## src/rtl/opb_master_arbiter.sv

```systemverilog
// Two-master arbiter sharing one OPB master port: single-cycle RE/WE strobe, fixed read latency.
// Optional build macro OPB_ARB_FIXED_PRIO_EN gives master 0 strict priority over master 1.
module opb_master_arbiter #(
  parameter int unsigned RD_LATENCY = 1
) (
  input  logic        OPB_CLK,
  input  logic        OPB_RST,
  input  logic        M0_REQ,
  input  logic        M0_RNW,
  input  logic [31:0] M0_ADDR,
  input  logic [31:0] M0_WDATA,
  output logic        M0_GNT,
  output logic        M0_DONE,
  output logic [31:0] M0_RDATA,
  input  logic        M1_REQ,
  input  logic        M1_RNW,
  input  logic [31:0] M1_ADDR,
  input  logic [31:0] M1_WDATA,
  output logic        M1_GNT,
  output logic        M1_DONE,
  output logic [31:0] M1_RDATA,
  output logic [31:0] OPB_ADDR,
  output logic [31:0] OPB_DO,
  input  logic [31:0] OPB_DI,
  output logic        OPB_RE,
  output logic        OPB_WE,
  output logic        BUSY
);

  // state   | meaning
  // S_IDLE  | sample REQ, select a master, latch its fields
  // S_ISSUE | GNT + single-cycle RE or WE strobe
  // S_WAIT  | read latency countdown, OPB_DI captured on terminal count
  // S_DONE  | DONE pulse to the owning master
  typedef enum logic [1:0] {S_IDLE, S_ISSUE, S_WAIT, S_DONE} state_t;

  localparam logic [3:0] LAT_INIT = 4'(RD_LATENCY);

  state_t      state_q, state_d;
  logic        sel_q, sel_d;
  logic        rnw_q, rnw_d;
  logic        last_grant_q, last_grant_d;
  logic [3:0]  cnt_q, cnt_d;
  logic [31:0] opb_addr_q, opb_addr_d;
  logic [31:0] opb_do_q, opb_do_d;
  logic        opb_re_q, opb_re_d;
  logic        opb_we_q, opb_we_d;
  logic        m0_gnt_q, m0_gnt_d;
  logic        m1_gnt_q, m1_gnt_d;
  logic        m0_done_q, m0_done_d;
  logic        m1_done_q, m1_done_d;
  logic [31:0] m0_rdata_q, m0_rdata_d;
  logic [31:0] m1_rdata_q, m1_rdata_d;
  logic        busy_q, busy_d;
  logic        pick;
  logic        pick_rnw;

  always_comb begin
    state_d      = state_q;
    sel_d        = sel_q;
    rnw_d        = rnw_q;
    last_grant_d = last_grant_q;
    cnt_d        = cnt_q;
    opb_addr_d   = opb_addr_q;
    opb_do_d     = opb_do_q;
    m0_rdata_d   = m0_rdata_q;
    m1_rdata_d   = m1_rdata_q;
    opb_re_d     = 1'b0;
    opb_we_d     = 1'b0;
    m0_gnt_d     = 1'b0;
    m1_gnt_d     = 1'b0;
    m0_done_d    = 1'b0;
    m1_done_d    = 1'b0;
`ifdef OPB_ARB_FIXED_PRIO_EN
    pick = ~M0_REQ;
`else
    pick = (M0_REQ && M1_REQ) ? ~last_grant_q : M1_REQ;
`endif
    pick_rnw = pick ? M1_RNW : M0_RNW;

    case (state_q)
      S_IDLE: begin
        if (M0_REQ || M1_REQ) begin
          sel_d        = pick;
          rnw_d        = pick_rnw;
          last_grant_d = pick;
          opb_addr_d   = pick ? M1_ADDR : M0_ADDR;
          opb_do_d     = pick ? M1_WDATA : M0_WDATA;
          // outputs are registered, so ISSUE's strobe and GNT are set on entry
          opb_re_d     = pick_rnw;
          opb_we_d     = ~pick_rnw;
          m0_gnt_d     = ~pick;
          m1_gnt_d     = pick;
          state_d      = S_ISSUE;
        end
      end
      S_ISSUE: begin
        if (rnw_q) begin
          cnt_d   = LAT_INIT;
          state_d = S_WAIT;
        end else begin
          m0_done_d = ~sel_q;
          m1_done_d = sel_q;
          state_d   = S_DONE;
        end
      end
      S_WAIT: begin
        if (cnt_q == 4'd1) begin
          if (sel_q) m1_rdata_d = OPB_DI;
          else       m0_rdata_d = OPB_DI;
          m0_done_d = ~sel_q;
          m1_done_d = sel_q;
          state_d   = S_DONE;
        end else begin
          cnt_d = cnt_q - 4'd1;
        end
      end
      S_DONE: state_d = S_IDLE;
      default: state_d = S_IDLE;
    endcase

    busy_d = (state_d != S_IDLE);
  end

  always_ff @(posedge OPB_CLK) begin
    if (OPB_RST) begin
      state_q      <= S_IDLE;
      sel_q        <= 1'b0;
      rnw_q        <= 1'b0;
      last_grant_q <= 1'b1;
      cnt_q        <= 4'd0;
      opb_addr_q   <= 32'd0;
      opb_do_q     <= 32'd0;
      opb_re_q     <= 1'b0;
      opb_we_q     <= 1'b0;
      m0_gnt_q     <= 1'b0;
      m1_gnt_q     <= 1'b0;
      m0_done_q    <= 1'b0;
      m1_done_q    <= 1'b0;
      m0_rdata_q   <= 32'd0;
      m1_rdata_q   <= 32'd0;
      busy_q       <= 1'b0;
    end else begin
      state_q      <= state_d;
      sel_q        <= sel_d;
      rnw_q        <= rnw_d;
      last_grant_q <= last_grant_d;
      cnt_q        <= cnt_d;
      opb_addr_q   <= opb_addr_d;
      opb_do_q     <= opb_do_d;
      opb_re_q     <= opb_re_d;
      opb_we_q     <= opb_we_d;
      m0_gnt_q     <= m0_gnt_d;
      m1_gnt_q     <= m1_gnt_d;
      m0_done_q    <= m0_done_d;
      m1_done_q    <= m1_done_d;
      m0_rdata_q   <= m0_rdata_d;
      m1_rdata_q   <= m1_rdata_d;
      busy_q       <= busy_d;
    end
  end

  assign M0_GNT   = m0_gnt_q;
  assign M1_GNT   = m1_gnt_q;
  assign M0_DONE  = m0_done_q;
  assign M1_DONE  = m1_done_q;
  assign M0_RDATA = m0_rdata_q;
  assign M1_RDATA = m1_rdata_q;
  assign OPB_ADDR = opb_addr_q;
  assign OPB_DO   = opb_do_q;
  assign OPB_RE   = opb_re_q;
  assign OPB_WE   = opb_we_q;
  assign BUSY     = busy_q;

endmodule

```

## config.mk

```make
export PLATFORM = sky130hd
export DESIGN_NAME = opb_master_arbiter
export DESIGN_NICKNAME = d
export VERILOG_FILES = /design/src/rtl/opb_master_arbiter.sv
export SDC_FILE = /design/constraint.sdc
export NUM_CORES = 1
export LEC_CHECK = 0
export CAP_MARGIN = 20
export CORE_ASPECT_RATIO = 1.1
export CORE_MARGIN = 8
export CORE_UTILIZATION = 40
export DETAILED_ROUTE_END_ITERATION = 16
export PLACE_DENSITY = 0.79
export RECOVER_POWER = 50
export SETUP_SLACK_MARGIN = 0.05
export SLEW_MARGIN = 20
export SYNTH_ARGS = -nofsm -noshare
export SYNTH_HDL_FRONTEND = slang
export SYNTH_SLANG_ARGS = --single-unit
```

## constraint.sdc

```tcl
create_clock -name OPB_CLK -period 1.9 [get_ports OPB_CLK]
set_input_delay 0.19 -clock OPB_CLK [delete_from_list [all_inputs] [get_ports OPB_CLK]]
set_output_delay 0.19 -clock OPB_CLK [all_outputs]
set_load 0.03 [all_outputs]
```

Word level (Yosys, flattened, before mapping). Cells that the tools add are included.

Bits in registers: 144. Bits of input ports: 166. Word-level logic and storage cells: 56.

Add/sub/neg operators: 1. Eq/ne operators: 6. Muxes and demuxes: 17. Bitwise gates (word level): 6. Reduce and logical (&&, ||, !) cells: 10.

Operators by type and width (number): 32-bit two-way mux (2); 3-bit AND reduction (3); 4-bit two-way mux (2); 2-bit case mux with 4 select lines (1); 4-bit case mux with 2 select lines (1); 1-bit two-way mux (7); 1-bit inverter (6); 2-bit equality test (second input constant) (2); 4-bit by 1-bit equality test with 1-bit output (second input constant) (1); 2-bit two-way mux (2); 2-bit != test (second input constant) (2); 1-bit case mux with 2 select lines (2); 2-bit nonzero test (2); 4-bit by 1-bit subtractor with 4-bit output (second input constant) (1); 3-bit OR reduction (1); 2-bit by 1-bit equality test with 1-bit output (second input constant) (1); 2-bit zero test (1); 2-bit AND reduction (1); 1-bit logical AND (1); 1-bit logical OR (1).

Longest topological paths before layout. Gate-level depths: netlist of run 1.

Word-level depth: 4. Gate-level depth with buffers: 8. Depth with buffers taken out: 5.

Least setup slack after synthesis of run 1. Ideal clock, no wire load.

Kind: register to register. Start: reg state_q[0]. End: reg cnt_q[3]. Setup time: 70 ps. Data arrival time: 1623 ps. Data required time: 1830 ps. Slack: 208 ps. Cell stages (with the launch flop): 7. Buffers on the path: 1. Period minus slack after synthesis: 1692 ps. Cell sequence: dfxtp_1 > inv_1 > ha_1 > and4bb_1 > buf_2 > or4_1 > a21oi_1.

Word-level cells in the longest chain between the ends: 3. Elaborated cells on any way between the ends: 7. Those cells by class: eq/ne: 4; mux: 1; reduce/logical: 2.

Ends and longest elaborated chain: start: declaration (RTL line 39) `state_t state_q, state_d;`; start signal: assignment (RTL line 144) `state_q <= state_d;`; 2-bit equality test / 2-bit by 1-bit equality test with 1-bit output (equally long branches) (RTL line 81) `case (state_q)`; 2-bit != test (no source line) / 2-bit nonzero test (equally long branches); 3-bit AND reduction (no source line); end signal: assignment (RTL line 148) `cnt_q <= cnt_d;`; end: declaration (RTL line 43) `logic [3:0] cnt_q, cnt_d;`.

Several ways; a longest one is shown, not always the timed one. A chain may end at the register's enable or synchronous reset.

Final worst setup path of run 1.
Start: reg opb_do_q[15] (netlist: OPB_DO[15]). End: out OPB_DO[15].

RTL lines: start: declaration (RTL line 45) `logic [31:0] opb_do_q, opb_do_d;`; start signal: assignment (RTL line 150) `opb_do_q <= opb_do_d;`; end: declaration (RTL line 23) `output logic [31:0] OPB_DO,`.

No word-level cell between the ends.

==> metrics.cfg, run 1 <==
[outcome]
status=finished clean

[power]
p_leak_nw=3.846
vdd_drop_max_v=0.0006662
power.density_nw_per_um2=1257
p_total_mw=12.14

[final_layout]
num-nets-final=1162
layout_commonest_cell=clkdlybuf4s50_1
antenna_cells=0
utilization_pct=67.34
fillers=1189
final_cell_mix=clkdlybuf4s50_1, dfxtp_1, nand2_1
drive_above_1_share_pct=6.381
area_growth_pct=65.69
instances_no_fill=1195

[yosys]
seq_area_frac_synth_pct=49.50
synth-seq-cells=144
synth_nets=891
synth_top_family_by_area=compound AO/OA/AOI/OAI gates
synth_compound_area_share_pct=22.88
yosysTopAreaCell=dfxtp_1
yosysTopAreaCellShare_pct=49.50
yosysWarnings=0
synth_simple_gate_area_share_pct=20.15
synth_mux_area_share_pct=0.3437
netlist_area_sq_um=5824
synth_adder_area_share_pct=1.289
synthTopCellsByArea=dfxtp_1, a311oi_1, nand2_1
yosys.area_share.xor_xnor_pct=0
synthCells=719
synth.distinct_cells=34
syn_avg_cell_area_sq_um=8.101

[die]
die_x_microns=131.1
num_rows=46
fp.dieH_microns=142.6
coreArea_sq_um=14330
io_pins=301
die-area_sq_um=18680
start_util_pct=40.64

[place]
dp_hpwl_microns=15840
placedCellCount=1161
dp_slack_ns=0.07624
io_buffer_count=300
gp_congestion=0.8094

[cts]
cts_tree=done
h-tree-depth=4
clock_path_buffers=2
cts_resized=0
path_clk_slew_ns=0.06
clock_sinks=144
cts-root-buf=clkbuf_16
clock_latency_ns=0.41
cts_inserted_buffers=17

[grt]
grt_max_degree=67
grt_pass1_wl_microns=33120
antenna_found_initial=0
grt_pass1_vias=5940
grt.total_usage_pct=22.94
grt_overflow=0

[sta]
final_hold_viol_count=0
grt_setup_unrepaired=false
setup_tns_ns=0
min_period_ns=1.723
tightestPinTransition_ns=0.4649
setup_slack_ns=0.1771
skew_ns=0.006299
relSlewSlack_pct=68.91
finalSetupViolations=0
period_share_pct=90.68
slew_viol_final=0
fmax_mhz=580.4

[worst_setup_path]
path_cells=dlygate4sd3_1
required_ns=1.71
crit_path_start_kind=flip-flop
cpPeakStageDelay_ns=0.80
slowest_stage=dlygate4sd3_1
end_kind=output port
path_class=reg2out
cp.arrival_ns=1.53
cp_num_buf_inv=1
cp_max_fo=2
critPathTopFamily=buffers and inverters

[detailed_routing]
dr.pass1.iters=4
wl_per_cell_microns=17.91
drt_iter0_drc=515
wl_microns=21400
ant_nets=0
vias_per_cell=5.173
drc=0
vias=6182

[run]
maxCapViolations=0

[worst_hold_path]
hold_path_class=in2reg

[cells in the mapped netlist (all sizes together)]
library cell	number
or4	2
a31oi	1
a211oi	3
a31o	1
ha	6
nand4	1
nor4b	1
nand2	128
buf	26
nand4bb	1
nand4b	1
nor3b	1
dfxtp	144
or3	1
inv	8
a21oi	69
a22oi	1
or2	1
o21a	1
nand2b	3
a21boi	1
and4bb	1
clkbuf	46
mux2i	2
and3b	1
nor3	3
nand3	64
o21ai	68
a21bo	1
a311oi	65
o31ai	1
nor2	66
[flip-flops by register name, indices dropped and copies added, names as in the netlist, 2 cells and up]
| name | flops |
|---|---|
| M0_RDATA | 32 |
| M1_RDATA | 32 |
| OPB_ADDR | 32 |
| OPB_DO | 32 |
| cnt_q | 4 |
| state_q | 2 |
[routing by layer]
layer  track usage, %  vias up  wire, microns  share of wire (%)
li1                 -     3093              -                  -
met1            25.86     2777           8088                 38
met2            37.25      278          10220                 48
met3            9.258       34           2480                 12
met4            9.921        0            619                2.9
met5                0        -              0                  0
[repair_timing]
action                     in CTS  in global routing
setup endpoints to repair       0                  1
hold buffers                    0                  0
setup buffers                   0                  2
[report_power, final]
group / leakage, nW / internal, mW / switching (mW)
sequential: 1.18 / 3.64 / 0.317
clock: 0.295 / 2.12 / 1.24
combinational: 2.37 / 1.91 / 2.91
[logic make-up after synthesis]
kind of cell | after synthesis
mux | 2
simple gates | 275
fa+ha+maj | 6
buf+inv | 80
compound gates | 212
flops | 144
[area by class of cell]
cell class                 count  area (sq um)  area share, %
multi-input combinational    495          2625          27.20
sequential                   144          2884          29.88
clock buffer                  20         456.7          4.732
inverter                       8         30.03         0.3112
timing repair buffer         324          3274          33.93
tap                          192         240.2          2.489
clock inverter                12         140.1          1.452
[final timing paths]
check	to	slack (ns)	start	cells past startpoint
setup / recovery	OPB_DO[15]	0.18	OPB_DO[15]	1
hold / removal	cnt_q[1]	0.22	OPB_RST	2
setup reg to reg	cnt_q[0]	0.18	state_q[0]	6
hold reg to reg	M0_RDATA[5]	0.47	M0_RDATA[5]	2
[stage by stage]
| stage | area [sq um] | hold WS (ns) |
|---|---|---|
| 2_1_floorplan | 5824 | 0.2693 |
| 3_3_place_gp | 9045 | 0.4602 |
| 3_5_place_dp | 9045 | 0.4662 |
| 4_1_cts | 9642 | 0.1913 |
| 5_1_grt | 9651 | 0.2094 |
| 6_report | 9651 | 0.2182 |
Note: power is estimated with default switching activity, not from simulation.
==> inputs of run 2 (changes only) <==
- CORE_UTILIZATION: 40 -> 43
- PLACE_DENSITY: 0.79 -> 0.84
- SETUP_SLACK_MARGIN: 0.05 -> 0.4
- clock period: 1.9 -> 2.1 ns (I/O delays scaled with it)
==> metrics.cfg, run 2 (synthesis gave the netlist of run 1 again) <==
[cts]
clock_path_buffers=2  ; unchanged
path_clk_slew_ns=0.06  ; about the same
cts-root-buf=clkbuf_16
cts_inserted_buffers=17  ; unchanged
clock_sinks=144  ; unchanged
cts_tree=done
clock_latency_ns=0.42  ; about the same
h-tree-depth=4  ; unchanged

[sta]
finalSetupViolations=0  ; unchanged
slew_viol_final=0  ; unchanged
relSlewSlack_pct=60.46  ; -8.4 points
skew_ns=0.005342  ; -0.0009571 ns
setup_slack_ns=0.3261  ; +0.1490 ns
setup_tns_ns=0  ; unchanged
fmax_mhz=563.7
grt_setup_unrepaired=true
period_share_pct=84.47
min_period_ns=1.774
tightestPinTransition_ns=0.5931  ; +0.1281 ns
final_hold_viol_count=0  ; unchanged

[power]
clockPowerShare_pct=27.3  ; -0.4 points
p_switching_mw=4.166  ; -6.8%
comb_power_share_pct=39.9  ; +0.2 points
power.density_nw_per_um2=1148  ; -8.7%
netSwitchingFraction_pct=38.09  ; +1.3 points
seq_power_share_pct=32.9  ; +0.3 points
p_leak_nw=3.562  ; -7.4%
p_int_mw=6.769  ; -12%
vdd_drop_max_v=0.0007026  ; +5.5%

[worst_setup_path]
path_cells=inv_1, ha_1, and4bb_1, or4_1, a21oi_1
cp.arrival_ns=2.13  ; +0.60 ns
slowest_stage=or4_1
required_ns=2.45  ; +0.74 ns
crit_path_start_kind=flip-flop
cpPeakStageDelay_ns=0.53  ; -0.27 ns
path_class=reg2reg
cp_max_fo=5  ; +3
end_kind=flip-flop
r2r_slack_ns=0.33  ; +0.15 ns

[detailed_routing]
dr.pass1.iters=5  ; +1
drc=0  ; unchanged
drt_iter0_drc=557  ; +8.2%
vias_per_cell=5.431  ; +5.0%
vias=6316  ; +2.2%
ant_nets=0  ; unchanged
wl_microns=22190  ; +3.7%
wl_per_cell_microns=19.08  ; +6.5%

[die]
io_pins=301  ; unchanged
die_x_microns=127.0  ; -3.1%
coreArea_sq_um=13210  ; -7.8%
fp.dieH_microns=138.1  ; -3.1%
num_rows=44  ; -4.3%
die-area_sq_um=17530  ; -6.2%
start_util_pct=44.08  ; +3.4 points

[place]
dp_slack_ns=0.1811  ; +0.1048 ns
placedCellCount=1126  ; -3.0%
gp_congestion=0.8058  ; -0.44%
dp_hpwl_microns=15790  ; -0.33%
dpl_cell_area_sq_um=9001  ; -0.48%
io_buffer_count=300  ; unchanged

[final_layout]
num-nets-final=1161  ; -0.086%
area_growth_pct=63.54
drive_above_1_share_pct=6.088  ; -0.29 points
finish.instance_area_sq_um=9525  ; -1.3%
utilization_pct=72.09  ; +4.8 points
final_cell_mix=clkdlybuf4s50_1, dfxtp_1, nand2_1
instances_no_fill=1163  ; -2.7%
layout_commonest_cell=clkdlybuf4s50_1
antenna_cells=0  ; unchanged

[grt]
grt_overflow=0  ; unchanged
grt.total_usage_pct=24.04  ; +1.1 points
grt_pass1_vias=6089  ; +2.5%
grt_pass1_wl_microns=33530  ; +1.2%
grt_max_degree=67  ; unchanged
antenna_found_initial=0  ; unchanged

[outcome]
status=finished clean

[worst_hold_path]
hold_path_class=in2reg

[run]
maxCapViolations=0  ; unchanged

## run 2: power by group through the flow
| stage | Sequential, mW | Clock, mW | Combinational, mW |
|---|---|---|---|
| after global routing | 3.66 | 3.12 | 4.66 |
| after global placement | 3.62 | 0 | 4.42 |
| final | 3.59 | 2.98 | 4.36 |
| after detailed placement | 3.65 | 0 | 4.47 |
| after CTS | 3.60 | 3.00 | 4.49 |
| after floorplan | 4.57 | 0 | 1.59 |
## run 2: what timing repair did
action                                  in CTS  in global routing
gates resized for setup                     18                 20
cloned                                       0                  1
hold buffers                                 0                  0
pin swaps                                    1                  0
endpoints found under the setup margin      32                103
setup buffers                                4                  0
## run 2: final cells by class
class,count,area [sq um]
inverters,8,30.03
clock inverters,13,138.9
clock buffers,19,442.9
flip-flops and latches,144,2884
well taps,161,201.4
multi-input cells,495,2626
repair buffers,323,3202
fillers,1007,3687
## run 2: metrics by stage
step	hold WS [ns]	total power, mW
floorplan	0.2893	6.162
global placement	0.4603	8.049
detailed placement	0.4651	8.121
CTS	0.2452	11.09
global route	0.2634	11.45
finish	0.2526	10.94
## run 2: routing by layer
layer / vias up / wire, microns / share of wire (%) / global-route usage, %
li1: 3081 / - / - / -
met1: 2897 / 8335 / 38 / 25.45
met2: 290 / 10810 / 49 / 40.58
met3: 48 / 2226 / 10 / 10.04
met4: 0 / 824 / 3.7 / 11.22
met5: - / 0 / 0 / 0
## run 2: worst paths after layout
path                                endpoint    startpoint  depth (start not counted)
worst min register to register  M0_RDATA[13]  M0_RDATA[13]                          2
worst max-delay path                cnt_q[3]    state_q[0]                          5
worst max register to register      cnt_q[3]    state_q[0]                          5
worst min-delay path            M0_RDATA[27]       OPB_RST                          2
## run 2: critical path, delay by kind of cell (launching register included)
kind	cells	cell delay [ns]
flip-flops	1	0.39
adder cells (fa/ha/maj)	1	0.24
buffers and inverters	1	0.10
AO/OA/AOI/OAI	1	0.15
AND/OR/NAND/NOR	2	0.83
